`config.mk`:
```
export PLATFORM = sky130hd
export DESIGN_NAME = uart_packetizer_fsm
export DESIGN_NICKNAME = d
export VERILOG_FILES = /design/src/rtl/uart_packetizer_fsm.sv
export SDC_FILE = /design/constraint.sdc
export NUM_CORES = 1
export LEC_CHECK = 0
export BUFFER_PORTS_ARGS = -buffer_cell sky130_fd_sc_hd__buf_2
export CORE_MARGIN = 4
export CORE_UTILIZATION = 60
export CTS_BUF_LIST = sky130_fd_sc_hd__clkbuf_8
export CTS_CLUSTER_SIZE = 24
export DETAILED_ROUTE_END_ITERATION = 6
export PLACE_DENSITY = 0.9
export REMOVE_ABC_BUFFERS = 1
export SETUP_SLACK_MARGIN = 0.2
export SYNTH_ARGS = -nofsm -noshare
export SYNTH_HDL_FRONTEND = slang
export SYNTH_SLANG_ARGS = --single-unit
```
`constraint.sdc`:
```
create_clock -name clk -period 4.6 [get_ports clk]
set_input_delay 1.38 -clock clk [delete_from_list [all_inputs] [get_ports clk]]
set_output_delay 1.38 -clock clk [all_outputs]
set_load 0.01 [all_outputs]
```
`src/rtl/uart_packetizer_fsm.sv`:
```
`default_nettype none
// ============================================================================
//  Module      : uart_packetizer_fsm
//  Description : Pops bytes from a show-ahead FIFO, collects up to
//                MAX_PAYLOAD of them and emits a SOF / LEN / payload / CHK
//                packet on a valid/ready byte stream toward the UART TX.
//                A partial packet is closed after TIMEOUT_CYCLES idle cycles.
//  Revision    : 1.0 - initial release
// ============================================================================
module uart_packetizer_fsm #(
  parameter int             DATA_WIDTH     = 8,
  parameter int             MAX_PAYLOAD    = 8,
  parameter int             TIMEOUT_CYCLES = 64,
  parameter logic [7:0]     SOF_BYTE       = 8'hA5
) (
  input  logic                  clk,
  input  logic                  rst_n,
  input  logic [DATA_WIDTH-1:0] fifo_data,
  input  logic                  fifo_valid,
  output logic                  fifo_rd_en,
  output logic [DATA_WIDTH-1:0] tx_data,
  output logic                  tx_valid,
  input  logic                  tx_ready,
  output logic                  busy,
  output logic                  pkt_done,
  output logic [15:0]           pkt_count
);

  // Buffer index width; a one-entry buffer still needs a 1-bit index.
  localparam int IDX_W = (MAX_PAYLOAD > 1) ? $clog2(MAX_PAYLOAD) : 1;
  // Timer must be able to hold the value TIMEOUT_CYCLES itself.
  localparam int TMR_W = $clog2(TIMEOUT_CYCLES + 1);

  localparam logic [7:0]       MAX_CNT = 8'(MAX_PAYLOAD);
  localparam logic [TMR_W-1:0] TMO     = TMR_W'(TIMEOUT_CYCLES);

  typedef enum logic [2:0] {
    S_IDLE    = 3'd0,
    S_COLLECT = 3'd1,
    S_SOF     = 3'd2,
    S_LEN     = 3'd3,
    S_PAYLOAD = 3'd4,
    S_CHK     = 3'd5
  } state_t;

  state_t                  state;
  state_t                  state_nxt;
  logic [7:0]              cnt;
  logic [7:0]              idx;
  logic [TMR_W-1:0]        timer;
  logic [DATA_WIDTH-1:0]   chk_acc;
  logic [DATA_WIDTH-1:0]   payload_buf [MAX_PAYLOAD];
  logic                    pop;
  logic                    accept;

  assign pop    = fifo_rd_en && fifo_valid;
  assign accept = tx_valid && tx_ready;
  assign busy   = (state != S_IDLE);

  // State register.
  always_ff @(posedge clk or negedge rst_n) begin
    if (!rst_n) begin
      state <= S_IDLE;
    end else begin
      state <= state_nxt;
    end
  end

  // Next-state decode and per-state output muxing.
  always_comb begin
    state_nxt  = state;
    fifo_rd_en = 1'b0;
    tx_valid   = 1'b0;
    tx_data    = '0;
    case (state)
      S_IDLE: begin
        fifo_rd_en = fifo_valid;
        if (fifo_valid) begin
          state_nxt = (MAX_CNT == 8'd1) ? S_SOF : S_COLLECT;
        end
      end
      S_COLLECT: begin
        fifo_rd_en = fifo_valid && (cnt < MAX_CNT);
        if (fifo_rd_en) begin
          // A pop always wins over a simultaneous timer expiry.
          if ((cnt + 8'd1) == MAX_CNT) begin
            state_nxt = S_SOF;
          end
        end else if ((timer + TMR_W'(1)) == TMO) begin
          state_nxt = S_SOF;
        end
      end
      S_SOF: begin
        tx_valid = 1'b1;
        tx_data  = SOF_BYTE;
        if (tx_ready) begin
          state_nxt = S_LEN;
        end
      end
      S_LEN: begin
        tx_valid = 1'b1;
        tx_data  = cnt;
        if (tx_ready) begin
          state_nxt = S_PAYLOAD;
        end
      end
      S_PAYLOAD: begin
        tx_valid = 1'b1;
        tx_data  = payload_buf[idx[IDX_W-1:0]];
        if (tx_ready && (idx == (cnt - 8'd1))) begin
          state_nxt = S_CHK;
        end
      end
      S_CHK: begin
        tx_valid = 1'b1;
        tx_data  = chk_acc ^ cnt;
        if (tx_ready) begin
          state_nxt = S_IDLE;
        end
      end
      default: begin
        state_nxt = S_IDLE;
      end
    endcase
    // IDLE is the reset state, so the pop request must be masked while
    // reset is held or a waiting FIFO byte would be requested.
    fifo_rd_en = fifo_rd_en && rst_n;
  end

  // Byte count, running checksum, idle timer, payload index and packet stats.
  always_ff @(posedge clk or negedge rst_n) begin
    if (!rst_n) begin
      cnt       <= '0;
      idx       <= '0;
      timer     <= '0;
      chk_acc   <= '0;
      pkt_done  <= 1'b0;
      pkt_count <= '0;
    end else begin
      pkt_done <= 1'b0;
      if (pop) begin
        cnt     <= cnt + 8'd1;
        chk_acc <= chk_acc ^ fifo_data;
        timer   <= '0;
      end else if (state == S_COLLECT) begin
        timer <= timer + TMR_W'(1);
      end
      if (accept) begin
        case (state)
          S_LEN:     idx <= '0;
          S_PAYLOAD: idx <= idx + 8'd1;
          S_CHK: begin
            pkt_done  <= 1'b1;
            pkt_count <= pkt_count + 16'd1;
            cnt       <= '0;
            chk_acc   <= '0;
          end
          default: ;
        endcase
      end
    end
  end

  // Payload storage; contents are don't-care until cnt says otherwise.
  always_ff @(posedge clk) begin
    if (pop) begin
      payload_buf[cnt[IDX_W-1:0]] <= fifo_data;
    end
  end

endmodule
`default_nettype wire

```
## Word-level counts from Yosys, hierarchy flattened

Memories as Yosys holds them, arrays and structs flattened.
Cells that the tools add are included.

| word-level totals | value |
|---|---|
| flip-flop bits (word level) | 51 |
| RAM bits | 64 |
| bits of input ports | 12 |
| output and inout port bits | 28 |
| word-level logic and storage cells | 69 |
| memories | 1 |

| operators by class | value |
|---|---|
| $add $sub $neg | 5 |
| $lt $le $gt $ge | 1 |
| equality and inequality tests | 15 |
| muxes and demuxes | 25 |
| bitwise logic cells | 2 |
| reductions and logical operators | 13 |

Memories:

| name | depth | width | rd ports | clocked after memory_dff | write ports | line | text |
|---|---|---|---|---|---|---|---|
| payload_buf | 8 | 8 | 1 | 0 | 1 | 52 | `logic [DATA_WIDTH-1:0] payload_buf [MAX_PAYLOAD];` |

Operator list:

| cell | number |
|---|---|
| two-way mux 8 bit | 6 |
| case mux 8 bit (4 select lines) | 1 |
| two-way mux 3 bit | 8 |
| case mux 3 bit (6 select lines) | 1 |
| adder 16 x 1 -> 16 bit (second input constant) | 1 |
| adder 8 x 1 -> 8 bit (second input constant) | 2 |
| case mux 8 bit (2 select lines) | 1 |
| XOR 8 bit | 2 |
| two-way mux 7 bit | 2 |
| inequality test 2 bit (second input constant) | 5 |
| equality test 8 x 4 -> 1 bit (second input constant) | 1 |
| equality test 8 bit | 1 |
| less-than comparator 8 x 4 -> 1 bit (second input constant) | 1 |
| subtractor 8 x 1 -> 8 bit (second input constant) | 1 |
| adder 7 x 1 -> 7 bit (second input constant) | 1 |
| equality test 7 bit (second input constant) | 1 |
| AND reduction 7 bit | 1 |
| equality test 3 x 2 -> 1 bit (second input constant) | 2 |
| equality test 3 bit (second input constant) | 2 |
| inequality test 3 bit (second input constant) | 2 |
| logical AND 1 bit | 5 |
| two-way mux 1 bit | 5 |
| AND reduction 2 bit | 2 |
| nonzero test 2 bit | 2 |
| 5 further kinds | 5 |

## Longest topological paths before layout

Gate-level depths: netlist (run 1).

| depth | value |
|---|---|
| depth in word-level cells | 8 |
| depth in mapped cells | 10 |
| gate-level depth less buffers | 8 |

## Worst setup path before layout (run 1)

OpenSTA, ideal clock, no wires.

| timing path | value |
|---|---|
| kind | input port to output port |
| start | input port fifo_valid |
| end | output port fifo_rd_en |
| data arrival time | 2.175 ns |
| data required time | 3.220 ns |
| path slack | 1.045 ns |
| cell stages on the path | 5 |
| buffers on the path | 2 |
| cells stage by stage | nand2b_1 > o32ai_4 > and2_1 > buf_4 > buf_4 |

| on the way | value |
|---|---|
| longest elaborated chain between the ends | 3 |

RTL lines:

| item | line | text |
|---|---|---|
| start, declared | 19 | `input logic fifo_valid,` |
| logical AND 1 bit | 83 | `fifo_rd_en = fifo_valid && (cnt < MAX_CNT);` |
| case mux 1 bit (2 select lines) (*) | 75 | `case (state)` |
| logical AND 1 bit (*) | 127 | `fifo_rd_en = fifo_rd_en && rst_n;` |
| end, declared | 20 | `output logic fifo_rd_en,` |

Every way passes the cells marked *; elsewhere a longest branch is shown, timed or not.

## Worst setup path after layout (run 1)

| timing path | value |
|---|---|
| start | register idx[0] |
| end | output port tx_data[1] |

| on the way | value |
|---|---|
| longest elaborated chain between the ends | 2 |

RTL lines:

| item | line | text |
|---|---|---|
| start, declared | 49 | `logic [7:0] idx;` |
| start signal, assigned | 151 | `S_PAYLOAD: idx <= idx + 8'd1;` |
| memory (8 x 8 bit) | -- |  |
| case mux 8 bit (4 select lines) | 75 |  |
| end, declared | 21 | `output logic [DATA_WIDTH-1:0] tx_data,` |

No other way between the ends.

==> run summary, run 1 <==
placed cells -> 565
clk_skew -> 0.00897 ns
pwr dens -> 571 mW/mm²
Critical Path Fanout Max -> 12
Setup Fix Bufs, Post-CTS -> 0
Hold Violations, Final -> 0
Synth Area in Simple Gates -> 13.6%
Crit. Startpoint -> idx[0]
met1 usage -> 30.8%
number of routed nets with antenna violations -> 0
drt first pass iters -> 5
sequential area share after synthesis -> 58.4%
share of the synthesized area in the top cell type -> 35.1%
post-DP HPWL -> 7.91 mm
ys flop type -> edfxtp_1
Post-synth EDFFs -> 64
RSZ-0062 raised after global routing -> no
cts hold-fix bufs -> 0
chip width -> 104 µm
area growth from synthesis to layout -> 12.5%
# IOs -> 40
Die Span Y -> 104 µm
synth unique cells -> 55
GR Overflow Total -> 0
initial antenna violation count -> 0
Synth Register Bits -> 115
largest net degree at the start of global routing -> 33
global-route usage over all layers -> 24.0%
Fin Setup TNS -> 0 ns
worst-path cell chain -> buf_4 > mux4_2 > mux2i_1 > o22ai_1 > buf_2
grt peak-use layer -> met2
outcome -> complete, no violations
routed vias/inst -> 6.20
worst-skew pair later-pin latency -> 0.44 ns
type of the most critical hold path -> register to register
CP endpoint -> tx_data[1]
# nets final -> 495
post-route cell area -> 0.00616 mm²
Post-synth ARST share -> 44.3%
Core ar. -> 0.00881 mm²
Post-Synth Adder-Cell Area -> 1.60%
grt met2 use -> 38.5%
fin. max-slew vios -> 0
r2r setup slk -> 1.47 ns
ranking of synthesized cells by area -> edfxtp_1 (35%), dfrtp_1 (23%), mux4_2 (6.6%), xnor2_1 (5.1%), xor2_1 (4.2%)
reg2reg start -> cnt[3]
Arrival @ worst endpoint -> 2.54 ns
final total power -> 3.52 mW
Clock Tree Buf Depth -> 2
depth of the worst register-to-register path -> 6
CP max stage delay -> 0.76 ns
syn_area_per_cell -> 12.7 µm²
H-tree depth -> 4
Ys Warns -> 0
synthesized area -> 0.00548 mm²
Lkg Pwr -> 2.38 nW
final setup fails -> 0
relative slew slack -> 38.5%
critical path's slowest cell -> dfrtp_1
die footprint -> 0.0107 mm²
post-synthesis cell count -> 433
worst slew pin tran -> 0.923 ns
vias -> 3,703
DRC violations left -> 0
Synth top cells by count -> edfxtp_1 (64), dfrtp_1 (51), nor2_1 (45), nand2_1 (33), xnor2_1 (32)
Tmin final -> 3.92 ns
Starting DRT DRC Count -> 406
Max IR drop VDD -> 0.302 mV
CTS Buf Count -> 17
startpoint types -> register
row count -> 34
Compound-Gate Fraction of Synth Area -> 5.76%
max-cap violations -> 0
routed length per instance -> 20.4 µm
Clk Tree Root Cell -> clkbuf_8
XOR/XNOR Fraction of Synth Area -> 9.27%
Max Clk Rate -> 255 MHz
Initial Util -> 62.2%
Worst EP required -> 3.22 ns
worst r2r dst -> payload_buf[2][4]
drt total wl -> 12.2 mm
Tcrit/Tclk final -> 85.2%
combinational family with the most area after synthesis -> simple AND/OR/NAND/NOR gates
Port Buf Inserts -> 39
FILL cells -> 549
met3 Track Usage GR -> 7.21%
fraction of layout instances using a drive strength above 1 -> 22.3%
final core utilization -> 70.0%
area post-placement -> 0.00576 mm²
Hold Path Origin -> pkt_count[15]
Antenna diodes -> 0
TritonCTS clock tree -> done
Clk pin slew, worst setup/hold paths -> 0.07 ns
vias in the first global route -> 3,818
Layout Cells excl Fill -> 597
top-count cell post-synth -> edfxtp_1
multiplexer share of the synthesized area -> 8.25%
post-CTS resize count -> 0
GPL Wtd Cong -> 0.826
clock sinks -> 115
element type at the critical path end -> output port
global-route wire length before repair -> 20.0 mm
dominant cell type by area after synthesis -> edfxtp_1
critical path class -> register to output port
==> area by class of cell <==
class                           instances  area [µm²]  share of cell area [%]
Sequential cell                       115        3200                    51.9
Multi-Input combinational cell        283        2110                    34.3
Timing Repair Buffer                   51         285                    4.63
Clock buffer                           17         234                    3.80
Clock inverter                         15         168                    2.72
Tap cell                              108         135                    2.19
Inverter                                8        30.0                   0.487
==> layout by cell type (no fill, tap or decap), types with 3 or more instances in the layout <==
master,count
buf_2,39
xor2_1,26
nor2_1,45
nand2b_1,5
inv_1,10
o21ai_0,17
and4_1,3
bufinv_16,3
nand2_1,33
a21oi_1,14
a31oi_1,3
nand3_1,7
clkinv_2,4
dfrtp_1,51
or3_1,5
mux4_2,16
nor3_1,8
buf_4,12
o22ai_1,4
clkbuf_8,17
nand4_1,11
clkinv_4,3
xnor2_1,32
edfxtp_1,64
ha_1,7
nor4_1,3
mux2i_1,8
==> critical path: cells and delay by family (launching register included) <==
| kind | cells | cell delay [ns] |
|---|---|---|
| AOI/OAI and AO/OA | 1 | 0.12 |
| buffers and inverters | 2 | 0.53 |
| DFF | 1 | 0.76 |
| muxes | 2 | 0.68 |
==> registers in the layout, indices dropped and copies added (netlist names) <==
name / count
chk_acc: 8
state: 3
cnt: 8
pkt_done: 1
pkt_count: 16
timer: 7
idx: 8
payload_buf: 64
==> layer usage <==
| metal | part of all wire (%) | vias to the layer above |
|---|---|---|
| met2 | 51 | 192 |
| li1 | - | 1650 |
| met5 | 0 | - |
| met3 | 8.1 | 34 |
| met1 | 39 | 1827 |
| met4 | 2.6 | 0 |
==> stage by stage <==
step           setup WS (ns)  hold slack (ns)
2_1_floorplan          0.908            0.508
6_report               0.683            0.477
3_3_place_gp            1.04            0.456
3_5_place_dp            1.01            0.466
5_1_grt                0.413            0.511
4_1_cts                0.631            0.483
==> worst min path at each step <==
| stage | endpoint | slack (ns) | cells past startpoint |
|---|---|---|---|
| 2_1_floorplan | pkt_count[15] | 0.51 | 1 |
| 3_3_place_gp | pkt_count[15] | 0.46 | 1 |
| 3_5_place_dp | pkt_count[15] | 0.47 | 1 |
| 4_1_cts | pkt_count[15] | 0.48 | 1 |
| 5_1_grt | pkt_count[15] | 0.51 | 1 |
| 6_report | pkt_count[15] | 0.48 | 1 |
==> kinds of logic (layout without fill, tap and decap cells) <==
| logic type | after synthesis | after routing |
|---|---|---|
| AOI/OAI and AO/OA | 50 | 50 |
| xor gates and xnor gates | 58 | 58 |
| adders and majority gates | 7 | 7 |
| buffers and inverters | 35 | 91 |
| DFF | 115 | 115 |
| muxes | 25 | 25 |
| and+or+nand+nor | 143 | 143 |
==> power by group <==
group / switching [mW] / internal (mW)
Clock: 0.420 / 0.530
Combinational: 0.581 / 0.502
Sequential: 0.259 / 1.23
Total: 1.26 / 2.26
Power figures use the tool's default switching activity.
==> run 2, diff against run 1 <==
--- a/config.mk
+++ b/config.mk
@@ -7,11 +7,11 @@
 export LEC_CHECK = 0
 export BUFFER_PORTS_ARGS = -buffer_cell sky130_fd_sc_hd__buf_2
 export CORE_MARGIN = 4
-export CORE_UTILIZATION = 60
+export CORE_UTILIZATION = 38
 export CTS_BUF_LIST = sky130_fd_sc_hd__clkbuf_8
 export CTS_CLUSTER_SIZE = 24
 export DETAILED_ROUTE_END_ITERATION = 6
-export PLACE_DENSITY = 0.9
+export PLACE_DENSITY = 0.66
 export REMOVE_ABC_BUFFERS = 1
 export SETUP_SLACK_MARGIN = 0.2
 export SYNTH_ARGS = -nofsm -noshare
==> run 2 against run 1 <==
Compared with the run above: die area is 53% higher; count of clock-buffer cells in the layout unchanged; first-iteration DRC count is 37% lower; via count shrank 4.1%; worst setup slack got worse by 0.0076 ns; cell area increased by 1.9%; largest power group unchanged.
==> run summary, run 2 (synthesis gave the netlist of run 1 again) <==
Arrival @ worst endpoint -> 2.54 ns
DRC violations left -> 0
Clk Tree Root Cell -> clkbuf_8
GR Overflow Total -> 0
Die Span Y -> 128 µm
most common cell after layout, fill and taps aside -> edfxtp_1
Antenna diodes -> 0
drt first pass iters -> 5
number of routed nets with antenna violations -> 0
critical path class -> register to output port
Fin Setup TNS -> 0 ns
cts hold-fix bufs -> 0
FILL cells -> 1,261
pwr dens -> 559 mW/mm²
most frequent cells in the layout -> edfxtp_1 (64), dfrtp_1 (51), nor2_1 (45)
# nets final -> 497
die footprint -> 0.0164 mm²
CTS Buf Count -> 17
vias -> 3,552
Worst EP required -> 3.22 ns
relative slew slack -> 46.9%
GPL Wtd Cong -> 0.810
global-route wire length before repair -> 18.9 mm
met1 usage -> 20.4%
placed cells -> 639
fin. max-slew vios -> 0
Critical Path Fanout Max -> 12
drt total wl -> 11.8 mm
element type at the critical path end -> output port
Setup Fix Bufs, Post-CTS -> 0
Max Clk Rate -> 255 MHz
Starting DRT DRC Count -> 257
startpoint types -> register
largest net degree at the start of global routing -> 54
Clk pin slew, worst setup/hold paths -> 0.08 ns
Clock Tree Buf Depth -> 2
Max IR drop VDD -> 0.372 mV
Layout Cells excl Fill -> 671
routed vias/inst -> 5.29
worst slew pin tran -> 0.796 ns
met3 Track Usage GR -> 3.62%
Tmin final -> 3.92 ns
initial antenna violation count -> 0
clock sinks -> 115
global-route usage over all layers -> 15.2%
H-tree depth -> 4
worst-skew pair later-pin latency -> 0.44 ns
Fin Hold WS -> 0.473 ns
chip width -> 128 µm
vias in the first global route -> 3,485
outcome -> complete, no violations
post-CTS resize count -> 0
RSZ-0062 raised after global routing -> no
TritonCTS clock tree -> done
fraction of layout instances using a drive strength above 1 -> 23.0%
grt peak-use layer -> met2
final setup fails -> 0
Initial Util -> 39.2%
routed length per instance -> 17.6 µm
# IOs -> 40
Port Buf Inserts -> 39
Lkg Pwr -> 2.39 nW
Tcrit/Tclk final -> 85.3%
area growth from synthesis to layout -> 14.6%
Hold Violations, Final -> 0
clk_skew -> 0.0117 ns
row count -> 43
Core ar. -> 0.0140 mm²
max-cap violations -> 0
post-DP HPWL -> 7.98 mm
type of the most critical hold path -> register to register
grt met2 use -> 23.3%
max FFs per register -> 64
[run 2: path summary, 6_finish.rpt]
kind                            slack [ns]           endpoint  cells after the start          start
worst max register to register        1.32  payload_buf[2][0]                      6       state[0]
worst min register to register        0.47      pkt_count[15]                      1  pkt_count[15]
max in group asynchronous             3.04           pkt_done                      2          rst_n
worst min-delay path                  0.47      pkt_count[15]                      1  pkt_count[15]
min in group asynchronous             1.09             idx[2]                      2          rst_n
worst max-delay path                  0.68         tx_data[3]                      5         idx[0]
[run 2: routing by layer]
layer / wire [µm] / up-vias
met2: 5680 / 107
met3: 611 / 19
met4: 248 / 0
met1: 5240 / 1766
met5: 0 / -
li1: - / 1660
[run 2: critical path: stages, from the launching register on]
cell and delay [ns]:
dfrtp_1 0.82, buf_4 0.30, mux4_2 0.52, mux2i_1 0.15, o22ai_1 0.13, buf_2 0.17
[run 2: area by class of cell]
type	instances	area [µm²]	share of cell area, %
sequential	115	3200	50.9
multi-input combinational	283	2110	33.6
timing repair buffer	53	300	4.78
clock buffer	17	234	3.73
tap	180	225	3.59
clock inverter	15	181	2.89
inverter	8	30.0	0.478
[run 2: power breakdown]
group | total, mW | internal [mW] | switching (mW)
logic | 1.05 | 0.505 | 0.541
clock network | 0.970 | 0.539 | 0.431
registers | 1.50 | 1.23 | 0.271
[run 2: per-stage QoR]
step / util (%) / instance area [µm²] / setup slack (ns) / total power, mW
after floorplan: - / 5330 / 0.908 / 2.19
after CTS: 44.9 / 6280 / 0.587 / 3.54
after global placement: 41.9 / 5860 / 0.986 / 2.53
after global routing: 44.9 / 6280 / 0.437 / 3.73
after detailed placement: 41.9 / 5860 / 0.962 / 2.57
final: 44.9 / 6280 / 0.675 / 3.51
